$ cat config.mk
export PLATFORM = sky130hd
export DESIGN_NAME = uart_tx
export DESIGN_NICKNAME = d
export VERILOG_FILES = /design/src/rtl/uart_tx.sv
export SDC_FILE = /design/constraint.sdc
export NUM_CORES = 1
export LEC_CHECK = 0
export BUFFER_PORTS_ARGS = -buffer_cell sky130_fd_sc_hd__buf_2
export CAP_MARGIN = 20
export CELL_PAD_IN_SITES_DETAIL_PLACEMENT = 1
export CELL_PAD_IN_SITES_GLOBAL_PLACEMENT = 1
export CORE_UTILIZATION = 32
export CTS_CLUSTER_SIZE = 14
export DETAILED_ROUTE_END_ITERATION = 10
export PLACE_DENSITY = 0.65
export SLEW_MARGIN = 10
export SYNTH_ARGS = -nofsm -noshare
export SYNTH_HDL_FRONTEND = slang
export SYNTH_SLANG_ARGS = --single-unit
$ cat constraint.sdc
create_clock -name clk -period 5.4 [get_ports clk]
set_input_delay 0.27 -clock clk [delete_from_list [all_inputs] [get_ports clk]]
set_output_delay 0.27 -clock clk [all_outputs]
set_load 0.005 [all_outputs]
$ cat src/rtl/uart_tx.sv
// UART transmitter: 8 data bits LSB first, optional even/odd parity, one or two stop bits.
// state  | meaning
// IDLE   | line high, waiting for tx_start
// START  | start bit (low)
// DATA   | eight data bits, LSB first
// PARITY | parity bit (only when PARITY_EN=1)
// STOP   | STOP_BITS stop bits (high), tx_done on the final cycle
module uart_tx #(
  parameter int CLKS_PER_BIT = 434,
  parameter int PARITY_EN    = 0,
  parameter int PARITY_ODD   = 0,
  parameter int STOP_BITS    = 1
) (
  input  logic       clk,
  input  logic       rst,
  input  logic       tx_start,
  input  logic [7:0] tx_input,
  output logic       tx_pin,
  output logic       tx_busy,
  output logic       tx_done
);

  localparam int BAUD_W = (CLKS_PER_BIT > 1) ? $clog2(CLKS_PER_BIT) : 1;
  localparam logic [BAUD_W-1:0] BAUD_MAX  = BAUD_W'(CLKS_PER_BIT - 1);
  localparam logic [2:0]        STOP_LAST = 3'(STOP_BITS - 1);

  typedef enum logic [2:0] {
    S_IDLE,
    S_START,
    S_DATA,
    S_PARITY,
    S_STOP
  } state_t;

  state_t            r_state;
  state_t            w_state_nxt;
  logic [BAUD_W-1:0] r_baud;
  logic [BAUD_W-1:0] w_baud_nxt;
  logic [2:0]        r_bit_idx;
  logic [2:0]        w_bit_idx_nxt;
  logic [7:0]        r_shift;
  logic [7:0]        w_shift_nxt;
  logic              r_parity;
  logic              w_parity_nxt;
  logic              r_pin;
  logic              w_pin_nxt;
  logic              r_busy;
  logic              w_busy_nxt;
  logic              r_done;
  logic              w_done_nxt;
  logic              w_tick;

  assign w_tick = (r_baud == BAUD_MAX);

  always_ff @(posedge clk or negedge rst) begin
    if (!rst) begin
      r_state   <= S_IDLE;
      r_baud    <= '0;
      r_bit_idx <= '0;
      r_shift   <= '0;
      r_parity  <= 1'b0;
      r_pin     <= 1'b1;
      r_busy    <= 1'b0;
      r_done    <= 1'b0;
    end else begin
      r_state   <= w_state_nxt;
      r_baud    <= w_baud_nxt;
      r_bit_idx <= w_bit_idx_nxt;
      r_shift   <= w_shift_nxt;
      r_parity  <= w_parity_nxt;
      r_pin     <= w_pin_nxt;
      r_busy    <= w_busy_nxt;
      r_done    <= w_done_nxt;
    end
  end

  always_comb begin
    w_state_nxt   = r_state;
    w_baud_nxt    = w_tick ? '0 : r_baud + 1'b1;
    w_bit_idx_nxt = r_bit_idx;
    w_shift_nxt   = r_shift;
    w_parity_nxt  = r_parity;

    case (r_state)
      S_IDLE: begin
        w_baud_nxt = '0;
        if (tx_start) begin
          w_state_nxt   = S_START;
          w_shift_nxt   = tx_input;
          w_parity_nxt  = (^tx_input) ^ (PARITY_ODD != 0);
          w_bit_idx_nxt = '0;
        end
      end
      S_START: begin
        if (w_tick) begin
          w_state_nxt   = S_DATA;
          w_bit_idx_nxt = '0;
        end
      end
      S_DATA: begin
        if (w_tick) begin
          w_shift_nxt = {1'b0, r_shift[7:1]};
          if (r_bit_idx == 3'd7) begin
            w_state_nxt   = (PARITY_EN != 0) ? S_PARITY : S_STOP;
            w_bit_idx_nxt = '0;
          end else begin
            w_bit_idx_nxt = r_bit_idx + 3'd1;
          end
        end
      end
      S_PARITY: begin
        if (w_tick) begin
          w_state_nxt   = S_STOP;
          w_bit_idx_nxt = '0;
        end
      end
      S_STOP: begin
        if (w_tick) begin
          if (r_bit_idx == STOP_LAST) begin
            w_state_nxt   = S_IDLE;
            w_bit_idx_nxt = '0;
          end else begin
            w_bit_idx_nxt = r_bit_idx + 3'd1;
          end
        end
      end
      default: begin
        w_state_nxt = S_IDLE;
        w_baud_nxt  = '0;
      end
    endcase
  end

  // Outputs are decoded from the next state so the registered pins line up with it.
  always_comb begin
    w_pin_nxt  = 1'b1;
    w_busy_nxt = (w_state_nxt != S_IDLE);
    w_done_nxt = (w_state_nxt == S_STOP) && (w_baud_nxt == BAUD_MAX) &&
                 (w_bit_idx_nxt == STOP_LAST);
    case (w_state_nxt)
      S_START:  w_pin_nxt = 1'b0;
      S_DATA:   w_pin_nxt = w_shift_nxt[0];
      S_PARITY: w_pin_nxt = w_parity_nxt;
      default:  w_pin_nxt = 1'b1;
    endcase
  end

  assign tx_pin  = r_pin;
  assign tx_busy = r_busy;
  assign tx_done = r_done;

endmodule
# Yosys cells after proc, flatten, opt, wreduce, memory -nomap -nowiden
# Index checks and enable logic that the tools add are counted.
# W data, S select, Z words.
classes:
  add_sub_neg: 2
  n_eq_ne: 13
  n_mux: 23
  n_reduce_logical: 11
op_table:
  columns: ["cell", "n"]
  rows:
  - ["$mux W3", 13]
  - ["$eq A9 B9 Y1 const B", 2]
  - ["$mux W9", 2]
  - ["$mux W8", 2]
  - ["$pmux W8 S2", 1]
  - ["$pmux W3 S5", 1]
  - ["$eq A3 B2 Y1 const B", 4]
  - ["$pmux W3 S4", 1]
  - ["$add A9 B1 Y9 const B", 1]
  - ["$eq A3 B3 Y1 const B", 3]
  - ["$logic_not A3 Y1", 3]
  - ["$reduce_xor A8 Y1", 1]
  - ["$eq A3 B1 Y1 const B", 2]
  - ["$ne A2 B2 Y1 const B", 2]
  - ["$reduce_or A4 Y1", 1]
  - ["$add A3 B1 Y3 const B", 1]
  - ["$pmux W1 S3", 1]
  - ["$reduce_and A3 Y1", 1]
  - ["$reduce_bool A3 Y1", 1]
  - ["$logic_and A1 B1 Y1", 2]
  - ["$mux W1", 2]
  - ["$reduce_bool A2 Y1", 1]
  - ["$reduce_or A2 Y1", 1]
totals:
  register_bits: 27
  inputBits: 11

# Depth between registers and ports, before layout
# Gate-level depths: netlist (run 1).
logic_depth:
  ltp_word: 7
  depth_mapped: 8
  depth_no_buf: 7

# Least setup slack after synthesis (run 1)
# Ideal clock, no wire load.
synth_path:
  path_type: "reg-to-reg"
  from: "register r_baud[1]"
  to: "register r_done (netlist: tx_done)"
  arrival_ns: 1.697
  required_time_ns: 5.304
  setup_slack_ns: 3.608
  stages_incl_launch_ff: 8
  path_buffers: 0
  synth_period_minus_slack_ns: 1.792
  cell_sequence: "dfrtp_1 inv_1 ha_1 nand4b_4 or4_4 o21ai_4 o311ai_1 nor4_2"
synth_via:
  elab_chain_len: 6
synth_lines:
  columns: ["item", "line_no", "source"]
  rows:
  - ["from (decl)", "37", "logic [BAUD_W-1:0] r_baud;"]
  - ["from (signal assigned)", "67", "r_baud <= w_baud_nxt;"]
  - ["$eq A9 B9 Y1 (*)", "53", "assign w_tick = (r_baud == BAUD_MAX);"]
  - ["$mux W3 (on tied branches)", null, null]
  - ["$pmux W3 S5 (*)", "84", "case (r_state)"]
  - ["net w_state_nxt[2]", "36", "state_t w_state_nxt;"]
  - ["$eq A3 B3 Y1 (*)", "138", "w_done_nxt = (w_state_nxt == S_STOP) && (w_baud_nxt == BAUD_MAX) &&"]
  - ["$logic_and A1 B1 Y1 (*) (2 in a row)", "138", null]
  - ["net w_done_nxt", "50", "logic w_done_nxt;"]
  - ["to (signal assigned)", "73", "r_done <= w_done_nxt;"]
  - ["to (decl)", "49", "logic r_done;"]
# Mark *: on every way through the listed nets, which the timed path passes. The rest lies on a longest branch.
# A chain may end at the register's enable or synchronous reset.

# Worst setup path after layout (run 1)
layout_path:
  from: "register r_baud[6]"
  to: "register r_done (netlist: tx_done)"
# The elaborated chain is that of the path after synthesis.

==> metrics.yaml, run 1 <==
syn-num-nets: 158
hpwl_mm: 2.49
antenna_found_initial: 0
place_ws_ns: 3.19
yosysTopAreaCell: "dfrtp_1"
synth-edff-count: 0
hold_ws_ns: -0.000541
crit_required_ns: 5.58
syn_area_per_cell_sq_um: 10.6
powerDensity_nw_per_um2: 211
core-area_sq_um: 4410
clock_skew_ns: 0.00309
ant_nets: 0
ctsRootBufferMaster: "clkbuf_8"
cts_resized: 0
insertion_delay_ns: 0.27
areaGrowthSynthToFinish_pct: 9.77
antenna_cells: 0
yosys_warnings: 0
timing_worst_slew_pin_value_ns: 0.701
ios: 14
path_class: "flip-flop to flip-flop"
path_clk_slew_ns: 0.09
cts.sinks: 27
cts_buffers: 3
die_x_microns: 70.4
drc: 0
post_cts_buffers: 0
failed_checks: "negative hold slack"
rsz0062_at_grt: "false"
dr.pass1.iters: 4
hold_buffers: 0
num_vias: 1111
synth_top_area_frac: 0.434
hp-class: "input pin to async pin"
dieArea_sq_um: 4960
outcome: "complete, but fails checks"
synth.distinct_cells: 45
final.setup.tns_ns: 0
max_clock_freq_mhz: 451
power_mw: 0.346
place_inst: 202
cts.path.max_buffers: 2
critical_path.max_fanout: 10
grt_max_degree: 28
ys_seq_area_frac: 0.452
min_period_over_period: 0.411
grt_pass1_vias: 1211
async_reset_ff_frac: 1.00
final_cells: 206
grt_first_pass_wirelength_mm: 5.94
layout-drive-gt1-share: 0.162
drtIter0Drc: 50
gp_congestion: 0.760
finalSetupViolCount: 0
slew_viol_final: 0
cts_tree: "yes"
rows: 24
cp-end-kind: "flip-flop"
synthTopCellsByArea: "dfrtp_1, xnor2_1, ha_1"
min_period_ns: 2.22
synth_area_sq_um: 1500
setup_slack_ns: 3.18
ir_drop_mv: 0.0967
cp-start-kind: "flip-flop"
synthFlopType: "dfrtp_1"
max-slew-margin-rel: 0.531
drv_cap: 0
die_y_microns: 70.4
htree_levels: 1
finalHoldViolCount: 1
fin_nets: 171
wire_per_inst_microns: 15.8
ys_seq_elements: 27
wl_mm: 3.25
vias_per_cell: 5.39
leakage_nw: 0.728
netlist_instances: 142
overflow: 0
port_buffers: 13
crit_arrival_ns: 2.40
start_util: 0.340
grtUsageTotal: 0.152
per-layer routing:
metal,global-route usage,up-vias,share of wire
li1,-,532,-
met1,0.193,559,0.44
met2,0.268,16,0.53
met3,0.0173,4,0.022
met4,0.0467,0,0.0089
met5,0,-,0
sequential cells by signal, indices dropped and copies added, names as in the netlist:
signal / count
r_state: 3
r_bit_idx: 3
r_baud: 9
r_shift: 8
tx_done: 1
tx_busy: 1
r_parity: 1
tx_pin: 1
cell families after synthesis:
family | Yosys count | share of synthesized area
buffers and inverters | 11 | 0.0342
AND/OR/NAND/NOR | 53 | 0.227
XOR/XNOR | 13 | 0.0760
AO/OA/AOI/OAI | 32 | 0.162
adder cells (fa/ha/maj) | 5 | 0.0417
flip-flops | 27 | 0.452
multiplexers | 1 | 0.00751
final timing paths:
check | start | endpoint | slack, ns | cells after the start
setup / recovery | r_baud[6] | tx_done | 3.18 | 5
hold / removal | rst | tx_busy | -0.0005 | 1
setup reg to reg | r_baud[6] | tx_done | 3.18 | 5
hold reg to reg | r_shift[5] | r_shift[5] | 0.50 | 1
max in group asynchronous | rst | r_baud[8] | 4.99 | 1
min in group clk | tx_input[7] | r_shift[7] | 0.26 | 2
power by group:
| part | total (mW) | internal (mW) | leakage, nW | switching (mW) |
|---|---|---|---|---|
| combinational | 0.0236 | 0.0116 | 0.382 | 0.0120 |
| clock | 0.114 | 0.0529 | 0.0228 | 0.0613 |
| sequential | 0.209 | 0.206 | 0.323 | 0.00238 |
layout make-up:
cell class              count  area [sq um]
fillers                   504          2770
flip-flops and latches     27           677
multi-input cells         104           771
inverters                   6          22.5
well taps                  52          65.1
clock buffers               4          45.0
repair buffers             13          65.1
synth_stat cells (2+ instances only):
cell type   n
a21oi_1     3
nor2_1     14
nor3_1      4
a22o_1      7
inv_1       6
nand4_1     2
nand3_1     7
nand2b_1    6
xnor2_1     8
a21o_1      6
xor2_1      5
nand2_1     4
or3_1       2
clkbuf_1    2
buf_2       2
o31ai_1     3
dfrtp_1    26
o21ai_0     4
ha_1        5
critical path: stages, from the launching register on:
cell and delay [ns]:
dfrtp_1 0.42, nand4bb_1 0.53, or4_4 0.71, o21ai_4 0.16
o311ai_1 0.14, nor4_2 0.17
stage by stage:
stage | cell area [sq um] | hold slack [ns] | utilization
5_1_grt | 1650 | 0.0516 | 0.373
4_1_cts | 1650 | 0.0265 | 0.373
3_5_place_dp | 1600 | 0.330 | 0.363
3_3_place_gp | 1600 | 0.315 | 0.363
6_report | 1650 | -0.000541 | 0.373
2_1_floorplan | 1500 | -0.0256 | -
placed cells by master (no fill, tap or decap), drive strengths merged, types with 2 or more instances in the layout:
cell type | Yosys | layout
or4 | 2 | 2
nor3b | 2 | 2
o21ai | 6 | 6
or2 | 2 | 2
nand2 | 4 | 4
nand3 | 7 | 7
a21oi | 3 | 3
nand2b | 6 | 6
buf | 3 | 13
ha | 5 | 5
nor4 | 2 | 2
dfrtp | 26 | 26
a22o | 7 | 7
o31ai | 3 | 3
xor2 | 5 | 5
o311ai | 2 | 2
nor3 | 4 | 4
nand4 | 2 | 2
xnor2 | 8 | 8
or3 | 2 | 2
clkbuf | 2 | 4
a21o | 6 | 6
inv | 6 | 6
nor2 | 14 | 14
(Power assumes the default switching activity.)
==> run 2: changes to the inputs <==
PLACE_DENSITY = 0.67   (was 0.65)
clock period = 1.87 ns   (was 5.4 ns; I/O delays follow)
==> metrics.yaml, run 2 (synthesized netlist as in run 1, its figures left out) <==
reg2reg_from: "r_bit_idx[1]"
antenna_found_initial: 0
hpwl_mm: 2.77
ios: 14
htree_levels: 1
hp-class: "input pin to flip-flop"
core-area_sq_um: 4410
path_cells: "ha_2 -> ha_2 -> nor2_1 -> or4_4 -> o21ai_4 -> o311ai_2 -> nor4_2"
antenna_cells: 0
critical_path.max_fanout: 3
die_x_microns: 70.4
rsz0062_at_grt: "true"
dpl_cell_area_sq_um: 1740
fin_nets: 195
gp_congestion: 0.846
top_register: "r_baud"
ctsRootBufferMaster: "clkbuf_8"
wl_mm: 3.77
drc: 0
final_common_cell: "dfrtp_1"
areaGrowthSynthToFinish_pct: 25.4
cpMostUsedCell: "ha_2"
cts_tree: "yes"
crit_arrival_ns: 2.02
grt_max_degree: 28
num_vias: 1210
start_util: 0.340
critical-path-slowest-cell: "or4_4"
crit_buf_inv: 0
path_delay_family: "simple AND/OR/NAND/NOR gates"
regArea_sq_um: 677
hold_start: "tx_input[7]"
timing_worst_slew_pin_value_ns: 0.622
num-fill-cells: 509
ant_nets: 0
drv_cap: 0
port_buffers: 13
cts.path.max_buffers: 2
wire_per_inst_microns: 16.4
vias_per_cell: 5.26
crit_path_start: "r_bit_idx[1]"
grt_first_pass_wirelength_mm: 6.29
layout-drive-gt1-share: 0.326
leakage_nw: 0.852
dr.pass1.iters: 4
min_period_over_period: 0.982
cp-end-kind: "flip-flop"
final_core_util: 0.426
final_cell_mix: "dfrtp_1, buf_4, nor2_1"
grt_pass1_vias: 1289
cts.sinks: 27
max-slew-margin-rel: 0.586
postLayoutCellArea_sq_um: 1880
power_mw: 1.01
largest_reg_flops: 9
outcome: "complete, no violations"
path_clk_slew_ns: 0.10
finalSetupViolCount: 0
min_period_ns: 1.84
cts_buffers: 3
dieArea_sq_um: 4960
die_y_microns: 70.4
max_clock_freq_mhz: 545
ir_drop_mv: 0.274
final_cells: 230
max_stage_delay_ns: 0.53
cp-start-kind: "flip-flop"
powerDensity_nw_per_um2: 539
path_class: "flip-flop to flip-flop"
finalHoldViolCount: 0
crit_required_ns: 2.06
insertion_delay_ns: 0.27
clock_skew_ns: 0.00362
place_inst: 220
grtUsageTotal: 0.163
slew_viol_final: 0
overflow: 0
drtIter0Drc: 14
rows: 24
reg.largest.list: "r_baud x9, r_shift x8"
multi_input_area_sq_um: 815
final.setup.tns_ns: 0
==> run 2: changes by cell type in the layout (fill, tap and decap cells not counted), sizes merged <==
cell         previous run  this run
buf                    13        36
dlygate4sd3             0         1
==> run 2: worst paths after layout <==
kind / cells after the start / endpoint / slack [ns]
worst max register to register: 7 / tx_done / 0.03
max in group asynchronous: 2 / r_shift[5] / 1.10
worst min register to register: 1 / r_shift[1] / 0.50
worst min-delay path: 2 / r_shift[7] / 0.08
min in group asynchronous: 2 / r_bit_idx[2] / 0.37
worst max-delay path: 7 / tx_done / 0.03
==> run 2: repair_timing <==
item | in CTS | in global routing
hold buffers | 1 | 0
endpoints found under the hold margin | 26 | 0
gates resized for setup | 0 | 14
endpoints found under the setup margin | 8 | 9
pin swaps | 1 | 2
cloned | 0 | 0
buffers inserted | 2 | 3
==> run 2: layer usage <==
layer	up-vias	part of all wire	GRT usage
met5	-	0	0
met4	0	0.016	0.0644
met3	6	0.021	0.0202
met2	18	0.53	0.290
met1	609	0.43	0.199
li1	577	-	-
==> run 2: final cells by class <==
type / count / area share
flip-flops and latches: 27 / 0.360
inverters: 6 / 0.0120
clock buffers: 4 / 0.0240
multi-input cells: 104 / 0.433
well taps: 52 / 0.0346
repair buffers: 37 / 0.136
==> run 2: stage by stage <==
| step | hold WS, ns | setup slack (ns) |
|---|---|---|
| final | 0.0822 | 0.0344 |
| after global placement | 0.138 | 0.0276 |
| after CTS | 0.0808 | 0.000337 |
| after global routing | 0.0784 | -0.111 |
| after detailed placement | 0.158 | -0.0182 |
| after floorplan | -0.202 | 0.0777 |
==> run 2: report_power, final <==
| group | internal, mW | total [mW] | switching (mW) |
|---|---|---|---|
| Sequential | 0.596 | 0.602 | 0.00677 |
| Clock | 0.153 | 0.340 | 0.187 |
| Combinational | 0.0349 | 0.0704 | 0.0354 |
| Total | 0.783 | 1.01 | 0.229 |
==> run 3: changes to the inputs <==
BUFFER_PORTS_ARGS = -buffer_cell sky130_fd_sc_hd__clkbuf_2   (was -buffer_cell sky130_fd_sc_hd__buf_2)
==> metrics.yaml, run 3 (synthesized netlist as in run 1, its figures left out) <==
crit_buf_inv: 0
cp-start-kind: "flip-flop"
rsz0062_at_grt: "true"
ctsRootBufferMaster: "clkbuf_8"
dr.pass1.iters: 4
leakage_nw: 0.848
port_buffers: 13
r2r_setup_slack_ns: 0.03
crit_path_start: "r_bit_idx[0]"
reg2reg_to: "tx_done"
ir_drop_mv: 0.247
ant_nets: 0
dpl_cell_area_sq_um: 1740
top_register: "r_baud"
overflow: 0
setup_slack_ns: 0.0339
ios: 14
multi_input_area_sq_um: 816
cts_buffers: 3
crit_required_ns: 2.05
grt_pass1_vias: 1299
fin_nets: 194
grt_first_pass_wirelength_mm: 6.24
postLayoutCellArea_sq_um: 1880
min_period_over_period: 0.982
finalHoldViolCount: 0
finalSetupViolCount: 0
path_clk_slew_ns: 0.09
hpwl_mm: 2.80
powerDensity_nw_per_um2: 538
final_common_cell: "dfrtp_1"
grtUsageTotal: 0.161
r2r_cells: 7
power_mw: 1.01
reg.largest.list: "r_baud x9, r_shift x8"
drv_cap: 0
cts_tree: "yes"
path_class: "flip-flop to flip-flop"
wl_mm: 3.77
antenna_cells: 0
vias_per_cell: 5.24
cts.path.max_buffers: 2
dieArea_sq_um: 4960
combPwrFrac: 0.069
place_ws_ns: -0.0370
path_delay_family: "simple AND/OR/NAND/NOR gates"
layout-drive-gt1-share: 0.322
switching_share: 0.227
die_y_microns: 70.4
max-slew-margin-rel: 0.543
cp.depth: 7
crit_arrival_ns: 2.02
crit_end: "tx_done"
htree_levels: 1
rows: 24
p_seq_frac: 0.595
p_int_mw: 0.783
insertion_delay_ns: 0.27
final_cell_mix: "dfrtp_1, buf_4, nor2_1, clkbuf_2, xnor2_1"
core-area_sq_um: 4410
min_period_ns: 1.84
areaGrowthSynthToFinish_pct: 25.6
antenna_found_initial: 0
timing_worst_slew_pin_value_ns: 0.686
wire_per_inst_microns: 16.5
max_stage_delay_ns: 0.52
outcome: "complete, no violations"
hp-class: "input pin to flip-flop"
max_clock_freq_mhz: 545
cp-end-kind: "flip-flop"
start_util: 0.340
drtIter0Drc: 42
power_switching_mw: 0.230
num_vias: 1200
grt_max_degree: 28
critical-path-slowest-cell: "or4_4"
die_x_microns: 70.4
reg2reg_from: "r_bit_idx[0]"
critical_path.max_fanout: 3
gp_congestion: 0.848
regArea_sq_um: 678
largest_reg_flops: 9
clock_skew_ns: 0.00101
drc: 0
cts.sinks: 27
slew_viol_final: 0
clkPwrFrac: 0.336
final_core_util: 0.427
num-fill-cells: 508
path_cells: "ha_2 -> ha_1 -> nor2_1 -> or4_4 -> o21ai_4 -> o311ai_2 -> nor4_2"
## run 3: area by class of cell
| type | instances | area share |
|---|---|---|
| multi-input combinational | 104 | 0.433 |
| tap | 52 | 0.0346 |
| inverter | 6 | 0.0120 |
| timing repair buffer | 36 | 0.136 |
| clock buffer | 4 | 0.0239 |
| sequential | 27 | 0.360 |
## run 3: through the flow
step                setup TNS (ns)  hold slack, ns  cells
floorplan                        0          -0.202    142
global placement                 0           0.160    221
detailed placement         -0.0370           0.176    221
CTS                              0          0.0631    227
global route                -0.118          0.0655    229
finish                           0          0.0664    229
## run 3: how the worst min path moves through the flow
stage | cells after the start | slack (ns) | startpoint | endpoint
after floorplan | 0 | -0.20 | rst | r_baud[0]
after global placement | 1 | 0.16 | rst | tx_done
after detailed placement | 1 | 0.18 | rst | r_bit_idx[0]
after CTS | 2 | 0.06 | tx_input[7] | r_shift[7]
after global routing | 2 | 0.07 | tx_input[7] | r_shift[7]
final | 2 | 0.07 | tx_input[7] | r_shift[7]
## run 3: what timing repair did
action                                  4_1_cts  5_1_grt
endpoints found under the setup margin        9        9
pin swaps                                     1        1
setup buffers                                 1        2
hold buffers                                  1        0
gates resized for setup                       4       10
cloned                                        0        0
endpoints found under the hold margin        26        0
## run 3: power by group through the flow
stage	clock (mW)	sequential (mW)	combinational, mW
final	0.340	0.602	0.0703
after global routing	0.383	0.604	0.0782
after CTS	0.357	0.602	0.0730
after detailed placement	0	0.613	0.0716
after global placement	0	0.613	0.0673
after floorplan	0	0.611	0.0375
## run 3: per-layer routing
metal | vias to the layer above | wire (microns) | global-route usage
met3 | 4 | 86 | 0.0260
met4 | 0 | 37 | 0.0578
met2 | 19 | 1940 | 0.285
li1 | 576 | - | -
met5 | - | 0 | 0
met1 | 601 | 1700 | 0.195
